--- config.mk ---
export PLATFORM = sky130hd
export DESIGN_NAME = mem_port_arbiter
export DESIGN_NICKNAME = d
export VERILOG_FILES = /design/src/rtl/mem_arb_pkg.sv /design/src/rtl/rr_arb2.sv /design/src/rtl/mem_port_arbiter.sv
export SDC_FILE = /design/constraint.sdc
export NUM_CORES = 1
export LEC_CHECK = 0
export CORE_MARGIN = 8
export CORE_UTILIZATION = 23
export CTS_BUF_LIST = sky130_fd_sc_hd__clkbuf_8
export DETAILED_ROUTE_END_ITERATION = 6
export PLACE_DENSITY = 0.85
export SYNTH_ARGS = -nofsm -noshare
export SYNTH_HDL_FRONTEND = slang
export SYNTH_SLANG_ARGS = --single-unit
--- constraint.sdc ---
create_clock -name clk -period 2 [get_ports clk]
set_clock_uncertainty 0.1 [all_clocks]
set_input_delay 0.3 -clock clk [delete_from_list [all_inputs] [get_ports clk]]
set_output_delay 0.3 -clock clk [all_outputs]
set_load 0.01 [all_outputs]
--- src/rtl/mem_arb_pkg.sv ---
// Shared constants and types for the two-port memory arbiter.
package mem_arb_pkg;
  localparam int ADDR_W    = 15;
  localparam int DATA_W    = 16;
  localparam int MEM_BYTES = 16384;

  localparam logic PORT_LS = 1'b0;
  localparam logic PORT_IF = 1'b1;

  typedef enum logic {IDLE = 1'b0, RESP = 1'b1} state_e;
endpackage

--- src/rtl/rr_arb2.sv ---
// Two-requester round-robin arbiter with a port-1 starvation counter.
module rr_arb2
  import mem_arb_pkg::*;
(
  input  logic       clk,
  input  logic       rst,
  input  logic [1:0] req_i,
  output logic [1:0] gnt_o
);
  logic       rr_last_q, rr_last_d;
  logic [1:0] starve_cnt_q, starve_cnt_d;
  logic [1:0] gnt;

  // Grant selection: on conflict the port that did not win last goes, unless port 1 is starving.
  always_comb begin
    gnt = 2'b00;
    if (rst) begin
      gnt = 2'b00;
    end else if (req_i == 2'b11) begin
      if ((starve_cnt_q == 2'd3) || (rr_last_q == PORT_LS)) begin
        gnt = 2'b10;
      end else begin
        gnt = 2'b01;
      end
    end else begin
      gnt = req_i;
    end
  end

  // Next-state for rr_last and the saturating starvation counter.
  always_comb begin
    rr_last_d    = rr_last_q;
    starve_cnt_d = starve_cnt_q;
    if (gnt[1]) begin
      rr_last_d = PORT_IF;
    end else if (gnt[0]) begin
      rr_last_d = PORT_LS;
    end else begin
      rr_last_d = rr_last_q;
    end
    if (gnt[1] || !req_i[1]) begin
      starve_cnt_d = 2'd0;
    end else if (starve_cnt_q != 2'd3) begin
      starve_cnt_d = starve_cnt_q + 2'd1;
    end else begin
      starve_cnt_d = starve_cnt_q;
    end
  end

  // Arbiter state registers.
  always_ff @(posedge clk) begin
    if (rst) begin
      rr_last_q    <= PORT_IF;
      starve_cnt_q <= 2'd0;
    end else begin
      rr_last_q    <= rr_last_d;
      starve_cnt_q <= starve_cnt_d;
    end
  end

  assign gnt_o = gnt;
endmodule

--- src/rtl/mem_port_arbiter.sv ---
// Shares one synchronous-read memory between a load/store port and a fetch port,
// rejecting misaligned/out-of-range accesses and routing read data back.
module mem_port_arbiter
  import mem_arb_pkg::*;
(
  input  logic              clk,
  input  logic              rst,
  input  logic              p0_req,
  input  logic              p0_we,
  input  logic [ADDR_W-1:0] p0_addr,
  input  logic [DATA_W-1:0] p0_wdata,
  output logic              p0_gnt,
  output logic              p0_rvalid,
  output logic [DATA_W-1:0] p0_rdata,
  output logic              p0_err,
  input  logic              p1_req,
  input  logic [ADDR_W-1:0] p1_addr,
  output logic              p1_gnt,
  output logic              p1_rvalid,
  output logic [DATA_W-1:0] p1_rdata,
  output logic              p1_err,
  output logic              mem_rb,
  output logic              mem_wb,
  output logic [ADDR_W-1:0] mem_adrb,
  output logic [DATA_W-1:0] mem_din,
  input  logic [DATA_W-1:0] mem_dout
);
  localparam logic [ADDR_W-1:0] MAX_ADDR = ADDR_W'(MEM_BYTES - 2);

  logic [1:0]        gnt;
  logic              any_gnt, sel_we, legal;
  logic [ADDR_W-1:0] sel_addr;
  state_e            state_q, state_d;
  logic              resp_port_q, resp_port_d;
  logic              resp_err_q, resp_err_d;

  rr_arb2 u_arb (
    .clk  (clk),
    .rst  (rst),
    .req_i({p1_req, p0_req}),
    .gnt_o(gnt)
  );

  assign any_gnt  = gnt[0] | gnt[1];
  assign sel_addr = gnt[1] ? p1_addr : p0_addr;
  assign sel_we   = gnt[0] & p0_we;
  assign legal    = (sel_addr[0] == 1'b0) && (sel_addr <= MAX_ADDR);

  assign p0_gnt   = gnt[0];
  assign p1_gnt   = gnt[1];
  assign mem_rb   = any_gnt & legal & ~sel_we;
  assign mem_wb   = any_gnt & legal & sel_we;
  assign mem_adrb = (mem_rb | mem_wb) ? sel_addr : '0;
  assign mem_din  = mem_wb ? p0_wdata : '0;

  // A response is owed for every granted read and for every rejected access.
  always_comb begin
    state_d     = IDLE;
    resp_port_d = resp_port_q;
    resp_err_d  = resp_err_q;
    if (any_gnt && (!legal || !sel_we)) begin
      state_d     = RESP;
      resp_port_d = gnt[1];
      resp_err_d  = !legal;
    end else begin
      state_d = IDLE;
    end
  end

  // Response tracking registers.
  always_ff @(posedge clk) begin
    if (rst) begin
      state_q     <= IDLE;
      resp_port_q <= PORT_LS;
      resp_err_q  <= 1'b0;
    end else begin
      state_q     <= state_d;
      resp_port_q <= resp_port_d;
      resp_err_q  <= resp_err_d;
    end
  end

  assign p0_rvalid = !rst && (state_q == RESP) && (resp_port_q == PORT_LS);
  assign p1_rvalid = !rst && (state_q == RESP) && (resp_port_q == PORT_IF);
  assign p0_err    = p0_rvalid & resp_err_q;
  assign p1_err    = p1_rvalid & resp_err_q;
  assign p0_rdata  = (p0_rvalid && !resp_err_q) ? mem_dout : '0;
  assign p1_rdata  = (p1_rvalid && !resp_err_q) ? mem_dout : '0;
endmodule

Yosys cells after proc, flatten, opt, wreduce, memory -nomap -nowiden
Cells that the tools add are included.

cells by class
  add/subtract/negate cells = 1
  magnitude comparators = 1
  eq/ne operators = 3
  multiplexer cells = 9
  bitwise logic cells = 12
  reduce and logical (&&, ||, !) cells = 17

operators with widths
  cell                  count
  $mux 16               3
  $mux 15               2
  $le 15x14->1 const B  1
  $logic_and 1x1->1     7
  $and 1x1->1           6
  $mux 2                3
  $logic_not 1->1       5
  $eq 2x2->1 const B    2
  $not 1->1             4
  $reduce_or 2->1       2
  $logic_or 1x1->1      3
  $add 2x1->2 const B   1
  $ne 2x2->1 const B    1
  $or 1x1->1            2
  $mux 1                1

word-level totals
  register bits = 6
  bits of input ports = 67
  output and inout bits = 71
  logic and storage cells = 48

Depth between registers and ports, before layout
Gate-level depths: netlist of run 1.

  depth after elaboration = 12
  depth in mapped cells = 7
  depth with buffers taken out = 4

Cells and area by module
Synthesis of run 1 repeated with hierarchy kept, for this count alone.

unflattened totals
  cell total of the unflattened synthesis = 124
  area, all modules = 917.1 um^2

by module, submodules not included
  module            times used  cells an instance  area an instance (um^2)  sequential area each (um^2)
  mem_port_arbiter  1           111                777.0                    60.1
  rr_arb2           1           13                 140.1                    60.1

Worst setup path before layout of run 1
OpenSTA, ideal clock, no wires.

  path kind = reg-to-output
  start point = register u_arb.starve_cnt_q[0]
  end point = output port mem_adrb[10]
  arrival time = 1.660 ns
  required time = 1.600 ns
  setup slack = -0.060 ns
  cell stages (with the launch flop) = 6
  path buffers = 1
  path through = dfxtp_1 > ha_1 > nand2b_1 > a2111oi_2 > buf_2 > a22o_1

between the ends
  cells in the longest elaborated chain, start to end = 12
  elaborated cells between the ends (all ways) = 17
  those cells by class = order compare (1); eq/ne (1); mux (5); bitwise (8); reduce/logical (2)

RTL lines
  item                                       line                                            source
  start, declared                            rr_arb2.sv:11                                   logic [1:0] starve_cnt_q, starve_cnt_d;
  start signal, assigned                     rr_arb2.sv:57                                   starve_cnt_q <= starve_cnt_d;
  $eq 2x2->1 *                               rr_arb2.sv:20                                   if ((starve_cnt_q == 2'd3) || (rr_last_q == PORT_LS)) begin
  $logic_or 1x1->1 *                         rr_arb2.sv:20
  $mux 2 *                                   rr_arb2.sv:20
  $mux 2 *                                   rr_arb2.sv:19                                   end else if (req_i == 2'b11) begin
  $mux 2 *                                   rr_arb2.sv:17                                   if (rst) begin
  $mux 15                                    mem_port_arbiter.sv:45                          assign sel_addr = gnt[1] ? p1_addr : p0_addr;
  $le 15x14->1 or $not 1->1 (tied branches)  mem_port_arbiter.sv:47                          assign legal = (sel_addr[0] == 1'b0) && (sel_addr <= MAX_ADDR);
  $logic_and 1x1->1                          mem_port_arbiter.sv:47
  $and 1x1->1                                mem_port_arbiter.sv:51, mem_port_arbiter.sv:52
  $and 1x1->1, on equally long branches      mem_port_arbiter.sv:51, mem_port_arbiter.sv:52
  $or 1x1->1                                 mem_port_arbiter.sv:53                          assign mem_adrb = (mem_rb | mem_wb) ? sel_addr : '0;
  $mux 15 *                                  mem_port_arbiter.sv:53
  end, declared                              mem_port_arbiter.sv:24                          output logic [ADDR_W-1:0] mem_adrb,

Mark *: on every way between the ends. The rest lies on a longest branch, timed or not.

Worst setup path in the final report of run 1
  start point = input port p0_addr[14]
  end point = output port mem_adrb[4]

between the ends
  cells in the longest elaborated chain, start to end = 7
  elaborated cells between the ends (all ways) = 8
  those cells by class = order compare (1); mux (2); bitwise (4); reduce/logical (1)

RTL lines
  item                                   line                                            source
  start, declared                        mem_port_arbiter.sv:10                          input logic [ADDR_W-1:0] p0_addr,
  $mux 15 *                              mem_port_arbiter.sv:45
  $le 15x14->1 *                         mem_port_arbiter.sv:47
  $logic_and 1x1->1 *                    mem_port_arbiter.sv:47
  $and 1x1->1 *                          mem_port_arbiter.sv:51, mem_port_arbiter.sv:52
  $and 1x1->1, on equally long branches  mem_port_arbiter.sv:51, mem_port_arbiter.sv:52
  $or 1x1->1 *                           mem_port_arbiter.sv:53
  $mux 15 *                              mem_port_arbiter.sv:53

Marks and branches as above.

==> impl_metrics.csv, run 1 <==
group,metric,value,unit
clocking,cts.clk_slew.worst_paths,0.03,ns
global_routing,grt_first_pass_wirelength,8140,um
critical_path,critPathBufInv,6,
global_routing,grt_pass1_vias,1719,
synthesis,ys_warn_count,0,
clocking,cts_root_buf,"clkbuf_8",
sta,hold_viol_final,0,
floorplanning,io_pins,138,
synthesis,syn-instance-count,137,
sta,period_share,1.09,
clocking,clkLatencyLatePin,0.22,ns
power,peakVddDrop,0.156,mV
synthesis,syn-cell-area,998,um^2
floorplanning,rows,24,
place,port_buffers,135,
clocking,cts_tree,"yes",
floorplanning,die_area,6710,um^2
global_routing,grt_max_degree,19,
critical_path,critPathRequiredTime,1.60,ns
critical_path,path_class,"in2out",
drt,drcViolationCount,0,
floorplanning,die_h,81.9,um
clocking,cts.sinks,6,
power,p_per_area,266,nW/um^2
power,p_leak,1.37,nW
synthesis,yosysUniqueCellTypes,35,
clocking,cts_made_buffers,3,
critical_path,crit_path_end_kind,"primary output",
drt,wire_per_inst,15.7,um
sta,rsz0062_at_grt,"true",
critical_path,slowest_stage,"clkdlybuf4s50_1",
floorplanning,start_util,0.234,
drt,drtPass1Iterations,3,
synthesis,synth_common_cells,"and2_1 (34), inv_1 (20), a22o_1 (13)",
synthesis,synth-seq-area-share,0.120,
place,dp_slack,-0.956,ns
place,post_dp_cell_area,2640,um^2
cells_and_area,final_nets,370,
critical_path,cp_data_arrival_time,1.79,ns
outcome,status,"complete, but fails checks",
sta,hold_ws,0.335,ns
critical_path,crit_path_start_kind,"primary input",
place,place_congestion,0.789,
cells_and_area,diodes,0,
cells_and_area,area_growth,170,%
clocking,cts_hold_buffers,0,
synthesis,synth-edff-count,0,
place,placed_cells,338,
floorplanning,die_x,81.9,um
run,maxCapViolations,0,
critical_path,critPathMaxFanout,3,
sta,setup_violations,30,
critical_path,crit_family,"buffers and inverters",
place,hpwl,4580,um
critical_path,max_stage_delay,0.41,ns
synthesis,synthTopCellsByArea,"and2_1 (21%), dfxtp_1 (12%), a22o_1 (11%), a211oi_2 (11%), inv_1 (7.5%)",
sta,timing.final.ws_setup,-0.186,ns
cells_and_area,final_cell_area,2700,um^2
synthesis,synth_ff_type,"dfxtp_1",
synthesis,avgSynthCellArea,7.29,um^2
cells_and_area,final_cells,352,
synthesis,synth_top_area_cell,"and2_1",
synthesis,yosysMostFrequentCell,"and2_1",
global_routing,overflow,0,
critical_path,crit_chain,"clkdlybuf4s50_1 > buf_4 > a2111oi_4 > buf_4 > buf_6 > buf_6 > a22o_1 > buf_6",
sta,slew_violations,0,
cells_and_area,layout-drive-gt1-share,0.383,
clocking,htreeDepth,1,
global_routing,grtUsageTotal,0.151,
synthesis,synthArstFlopShare,0,
synthesis,synth-seq-cells,6,
floorplanning,core,4260,um^2
sta,fin_setup_tns,-3.75,ns
drt,final_antenna_net_count,0,
global_routing,antenna_found_initial,0,
sta,fmax,0.458,GHz
outcome,violations,"negative setup slack",
critical_path,cpMostUsedCell,"buf_6",
min_path,hold_path.class,"reg2reg",
sta,min_period,2.19,ns
drt,vias,1631,
drt,via_per_inst,4.63,
synthesis,yosysTopAreaCellShare,0.213,
drt,drtIter0Drc,55,
clocking,clockBufferDepth,2,
drt,wirelength,5530,um
## repair_timing
| action | CTS | global route |
|---|---|---|
| endpoints found under the setup margin | 69 | 40 |
| resized for setup | 215 | 20 |
| cloned | 2 | 1 |
| setup buffers | 7 | 1 |
| pin swaps | 11 | 5 |
## kinds of logic after synthesis
| kind of cell | after synthesis | share of synthesized area |
|---|---|---|
| AOI/OAI and AO/OA | 45 | 0.400 |
| adders and majority gates | 1 | 0.0125 |
| buffers and inverters | 32 | 0.142 |
| DFF | 6 | 0.120 |
| other | 1 | 0.00376 |
| and+or+nand+nor | 52 | 0.322 |
## power breakdown
| group | internal [mW] | total, mW | switching [mW] | leakage [nW] |
|---|---|---|---|---|
| logic | 0.243 | 0.400 | 0.156 | 1.30 |
| clock network | 0.129 | 0.176 | 0.0475 | 0.0216 |
| registers | 0.130 | 0.140 | 0.00951 | 0.0510 |
## per-stage QoR
stage | total power, mW | utilization
2_1_floorplan | 0.271 | -
3_3_place_gp | 0.527 | 0.619
3_5_place_dp | 0.535 | 0.619
4_1_cts | 0.707 | 0.620
5_1_grt | 0.761 | 0.632
6_report | 0.716 | 0.632
## sequential cells by signal, summed over array words and instances (netlist names)
register / flops
u_arb.starve_cnt_q: 2
u_arb.rr_last_q: 1
resp_err_q: 1
resp_port_q: 1
state_q: 1
## metal layers
layer  part of all wire  wire [um]  GRT usage  up-vias
met2               0.47       2600      0.274      103
met3               0.14        759     0.0580        8
met5                  0          0          0        -
li1                   -          -          -      794
met4              0.017         95     0.0491        0
met1               0.37       2070      0.155      726
## placed cells by master (no fill, tap or decap), drive strengths merged, types with 2 or more instances in the layout
cell type	netlist	routed
buf	8	73
clkdlybuf4s50	0	64
and2	34	34
dlygate4sd2	0	30
inv	20	20
a211oi	16	16
a22o	13	13
clkbuf	4	6
dfxtp	6	6
nor2	4	4
a21oi	3	3
o21ai	3	3
nand2b	3	3
nor2b	3	3
conb	1	2
and3b	2	2
## worst register-to-register path, cell delays in order (launching register included)
cell and delay, ns:
dfxtp_2 0.32, ha_4 0.16, nand2b_4 0.16, buf_4 0.14, a221o_1 0.34, a31o_2 0.24
## final timing paths
path                          from                    end  slack, ns  cells after the start
min reg2reg  u_arb.starve_cnt_q[0]  u_arb.starve_cnt_q[0]       0.33                      1
max                    p0_addr[14]            mem_adrb[4]      -0.19                      8
min          u_arb.starve_cnt_q[0]  u_arb.starve_cnt_q[0]       0.33                      1
max reg2reg  u_arb.starve_cnt_q[0]            resp_port_q       0.43                      5
## layout make-up
cell class / count / area [um^2]
clock buffer: 3 / 41.3
fill: 380 / 1570
inverter: 20 / 75.1
multi-input combinational: 100 / 906
sequential: 6 / 124
tap: 52 / 65.1
timing repair buffer: 171 / 1480
(Power assumes the default switching activity.)
==> run 2: changes to the inputs <==
--- a/config.mk
+++ b/config.mk
@@ -6,10 +6,11 @@
 export NUM_CORES = 1
 export LEC_CHECK = 0
 export CORE_MARGIN = 8
-export CORE_UTILIZATION = 23
+export CORE_UTILIZATION = 59
 export CTS_BUF_LIST = sky130_fd_sc_hd__clkbuf_8
 export DETAILED_ROUTE_END_ITERATION = 6
-export PLACE_DENSITY = 0.85
+export DONT_BUFFER_PORTS = 1
+export PLACE_DENSITY = 0.83
 export SYNTH_ARGS = -nofsm -noshare
 export SYNTH_HDL_FRONTEND = slang
 export SYNTH_SLANG_ARGS = --single-unit
==> run 2 against run 1 <==
Compared with the run above: the run now fails in 5_1_grt; area after synthesis is the same; synthesized cell count is the same.
==> impl_metrics.csv, run 2 <==
group,metric,value,unit
clocking,cts.sinks,6,
place,hpwl,3330,um
synthesis,synth_ff_type,"dfxtp_1",
synthesis,synth-edff-count,0,
floorplanning,start_util,0.605,
clocking,cts_root_buf,"clkbuf_8",
synthesis,syn-cell-area,998,um^2
outcome,stop_error,"[ERROR DPL-0033] detailed placement checks failed during check placement.",
synthesis,synth-seq-cells,6,
synthesis,yosysTopAreaCellShare,0.213,
clocking,cts_made_buffers,3,
sta,crit_endpoint,"mem_din[3]",
floorplanning,rows,15,
synthesis,syn-instance-count,137,
synthesis,avgSynthCellArea,7.29,um^2
global_routing,grt_max_degree,17,
floorplanning,io_pins,138,
outcome,status,"stopped before the end",
floorplanning,die_x,57.1,um
place,place_congestion,0.814,
place,port_buffers,0,
sta,worst-ep-kind,"top-level output",
synthesis,synth_common_cells,"and2_1 (34), inv_1 (20), a22o_1 (13)",
floorplanning,die_h,57.1,um
synthesis,yosysMostFrequentCell,"and2_1",
clocking,htreeDepth,1,
clocking,clockBufferDepth,2,
synthesis,synthTopCellsByArea,"and2_1 (21%), dfxtp_1 (12%), a22o_1 (11%), a211oi_2 (11%), inv_1 (7.5%)",
global_routing,antenna_found_initial,0,
synthesis,ys_warn_count,0,
synthesis,yosysUniqueCellTypes,35,
synthesis,synth_top_area_cell,"and2_1",
synthesis,synth-seq-area-share,0.120,
synthesis,synthArstFlopShare,0,
outcome,haltStage,"5_1_grt",
==> run 2: what timing repair did <==
item,4_1_cts
buffers inserted,7
setup endpoints to repair,31
cloned,2
hold buffers,0
gates resized for setup,34
pin swaps,21
==> run 2: through the flow <==
step	instances	setup WS, ns	area, um^2	utilization
2_1_floorplan	138	-0.00831	1100	-
3_3_place_gp	165	-0.0197	1220	0.739
3_5_place_dp	165	-0.0873	1220	0.739
4_1_cts	177	-0.120	1520	0.918
==> run 2: cells by family after synthesis <==
family,share of synthesized area
AND/OR/NAND/NOR,0.322
buffers and inverters,0.142
flip-flops,0.120
adder cells (fa/ha/maj),0.0125
other,0.00376
AO/OA/AOI/OAI,0.400
==> run 3: changes to the inputs <==
--- a/config.mk
+++ b/config.mk
@@ -5,12 +5,11 @@
 export SDC_FILE = /design/constraint.sdc
 export NUM_CORES = 1
 export LEC_CHECK = 0
-export CORE_MARGIN = 8
-export CORE_UTILIZATION = 59
-export CTS_BUF_LIST = sky130_fd_sc_hd__clkbuf_8
+export CORE_AREA = 8 8 69 71
 export DETAILED_ROUTE_END_ITERATION = 6
+export DIE_AREA = 0 0 77 79
 export DONT_BUFFER_PORTS = 1
-export PLACE_DENSITY = 0.83
+export PLACE_DENSITY_LB_ADDON = 0.15
 export SYNTH_ARGS = -nofsm -noshare
 export SYNTH_HDL_FRONTEND = slang
 export SYNTH_SLANG_ARGS = --single-unit
==> constraint.sdc (replaced) <==
create_clock -name clk -period 2.6 [get_ports clk]
set_clock_uncertainty 0.1 [all_clocks]
set_input_delay 0.39 -clock clk [delete_from_list [all_inputs] [get_ports clk]]
set_output_delay 0.39 -clock clk [all_outputs]
set_load 0.01 [all_outputs]
==> run 3 against run 2 <==
Compared with the run above: the flow now finishes without violations.
==> impl_metrics.csv, run 3 (synthesis gave the netlist of run 1 again) <==
group,metric,value,unit
clocking,cts.clk_slew.worst_paths,0.04,ns
clocking,cts_tree,"yes",
floorplanning,die_area,6080,um^2
drt,wire_per_inst,19.8,um
sta,fin_setup_tns,0,ns
critical_path,critPathMaxFanout,18,
critical_path,r2r_start,"u_arb.starve_cnt_q[0]",
global_routing,grtUsageTotal,0.105,
global_routing,antenna_found_initial,0,
drt,drtIter0Drc,65,
critical_path,crit_path_start_kind,"flip-flop",
floorplanning,core,3800,um^2
sta,slew_violations,0,
drt,vias,991,
global_routing,grt_first_pass_wirelength,5440,um
floorplanning,io_pins,138,
critical_path,slowest_stage,"a211o_1",
drt,via_per_inst,5.36,
critical_path,cp_data_arrival_time,2.07,ns
cells_and_area,area_growth,9.15,%
clocking,cts_setup_buffers,0,
critical_path,crit_path_end_kind,"primary output",
place,post_dp_cell_area,1040,um^2
power,peakVddDrop,0.124,mV
cells_and_area,final_cell_mix,"and2_1 (34), inv_1 (20), a22o_1 (13)",
sta,period_share,0.986,
global_routing,grt_max_degree,19,
critical_path,reg2reg_setup_slack,0.68,ns
drt,drtPass1Iterations,4,
cells_and_area,final_nets,205,
clocking,cts_root_buf,"clkbuf_8",
place,hpwl,3190,um
sta,hold_ws,0.173,ns
place,dp_slack,0.270,ns
clocking,cts_hold_buffers,0,
min_path,hold_path.class,"in2reg",
clocking,clkLatencyLatePin,0.23,ns
sta,rsz0062_at_grt,"true",
drt,wirelength,3660,um
critical_path,path_class,"reg2out",
power,p_leak,0.459,nW
sta,fmax,0.390,GHz
floorplanning,die_x,77,um
run,maxCapViolations,0,
clocking,cts_resized,0,
clocking,htreeDepth,1,
place,port_buffers,0,
clocking,clockBufferDepth,2,
critical_path,critPathLaunch,"u_arb.starve_cnt_q[0]",
power,p_per_area,323,nW/um^2
cells_and_area,largest_register_ffs,2,
clocking,cts_made_buffers,3,
sta,timing.final.ws_setup,0.0359,ns
clocking,cts.sinks,6,
sta,worst_slew_pin_slew,0.710,ns
global_routing,grt_pass1_vias,1031,
floorplanning,start_util,0.263,
cells_and_area,final_cell_area,1090,um^2
critical_path,crit_chain,"ha_1 > nand2b_1 > a211o_1 > a211oi_1",
global_routing,overflow,0,
sta,hold_viol_final,0,
floorplanning,die_h,79,um
outcome,status,"completed",
sta,maxSlewHeadroom,0.526,
sta,setup_violations,0,
power,power,0.352,mW
sta,min_period,2.56,ns
drt,final_antenna_net_count,0,
place,place_congestion,0.778,
floorplanning,rows,23,
cells_and_area,regMostFlops,"u_arb.starve_cnt_q",
critical_path,max_stage_delay,0.59,ns
min_path,min-delay-start,"rst",
cells_and_area,diodes,0,
cells_and_area,layout_commonest_cell,"and2_1",
critical_path,critPathRequiredTime,2.11,ns
cells_and_area,layout-drive-gt1-share,0.163,
drt,drcViolationCount,0,
[run 3: power breakdown]
group          total [mW]  switching (mW)  internal [mW]
sequential          0.104         0.00485         0.0995
combinational       0.105          0.0681         0.0366
clock               0.143          0.0433         0.0997
total               0.352           0.116          0.236
[run 3: worst max-delay path: cells and delay by family, from the launching register on]
family,cells,cell delay (ns)
adder cells (fa/ha/maj),1,0.22
AO/OA/AOI/OAI,2,1.09
flip-flops,1,0.31
AND/OR/NAND/NOR,1,0.23
[run 3: routing by layer]
metal | GRT usage | vias to the layer above | routed length [um]
met5 | 0 | - | 0
met4 | 0.0245 | 0 | 13
met3 | 0.0677 | 2 | 514
met2 | 0.172 | 80 | 1790
met1 | 0.112 | 441 | 1340
li1 | - | 468 | -
[run 3: path summary, 6_finish.rpt]
| check | cells after the start | end |
|---|---|---|
| worst max-delay path | 4 | mem_din[15] |
| worst min register to register | 1 | u_arb.starve_cnt_q[0] |
| worst min-delay path | 2 | u_arb.rr_last_q |
| worst max register to register | 5 | state_q |
[run 3: stage by stage]
stage,util,cells
2_1_floorplan,-,138
3_3_place_gp,0.275,182
3_5_place_dp,0.275,182
4_1_cts,0.286,185
5_1_grt,0.287,185
6_report,0.287,185
[run 3: final cells by class]
| type | count | area [um^2] |
|---|---|---|
| Tap cell | 50 | 62.6 |
| Timing Repair Buffer | 6 | 45.0 |
| Fill cell | 416 | 2710 |
| Multi-Input combinational cell | 100 | 746 |
| Inverter | 20 | 75.1 |
| Sequential cell | 6 | 120 |
| Clock buffer | 3 | 41.3 |
==> run 4: changes to the inputs <==
--- a/config.mk
+++ b/config.mk
@@ -5,7 +5,9 @@
 export SDC_FILE = /design/constraint.sdc
 export NUM_CORES = 1
 export LEC_CHECK = 0
+export CAP_MARGIN = 15
 export CORE_AREA = 8 8 69 71
+export CTS_CLUSTER_SIZE = 24
 export DETAILED_ROUTE_END_ITERATION = 6
 export DIE_AREA = 0 0 77 79
 export DONT_BUFFER_PORTS = 1
==> results of run 4 <==
The final DEF is identical to that of run 3; final timing and power are the same.
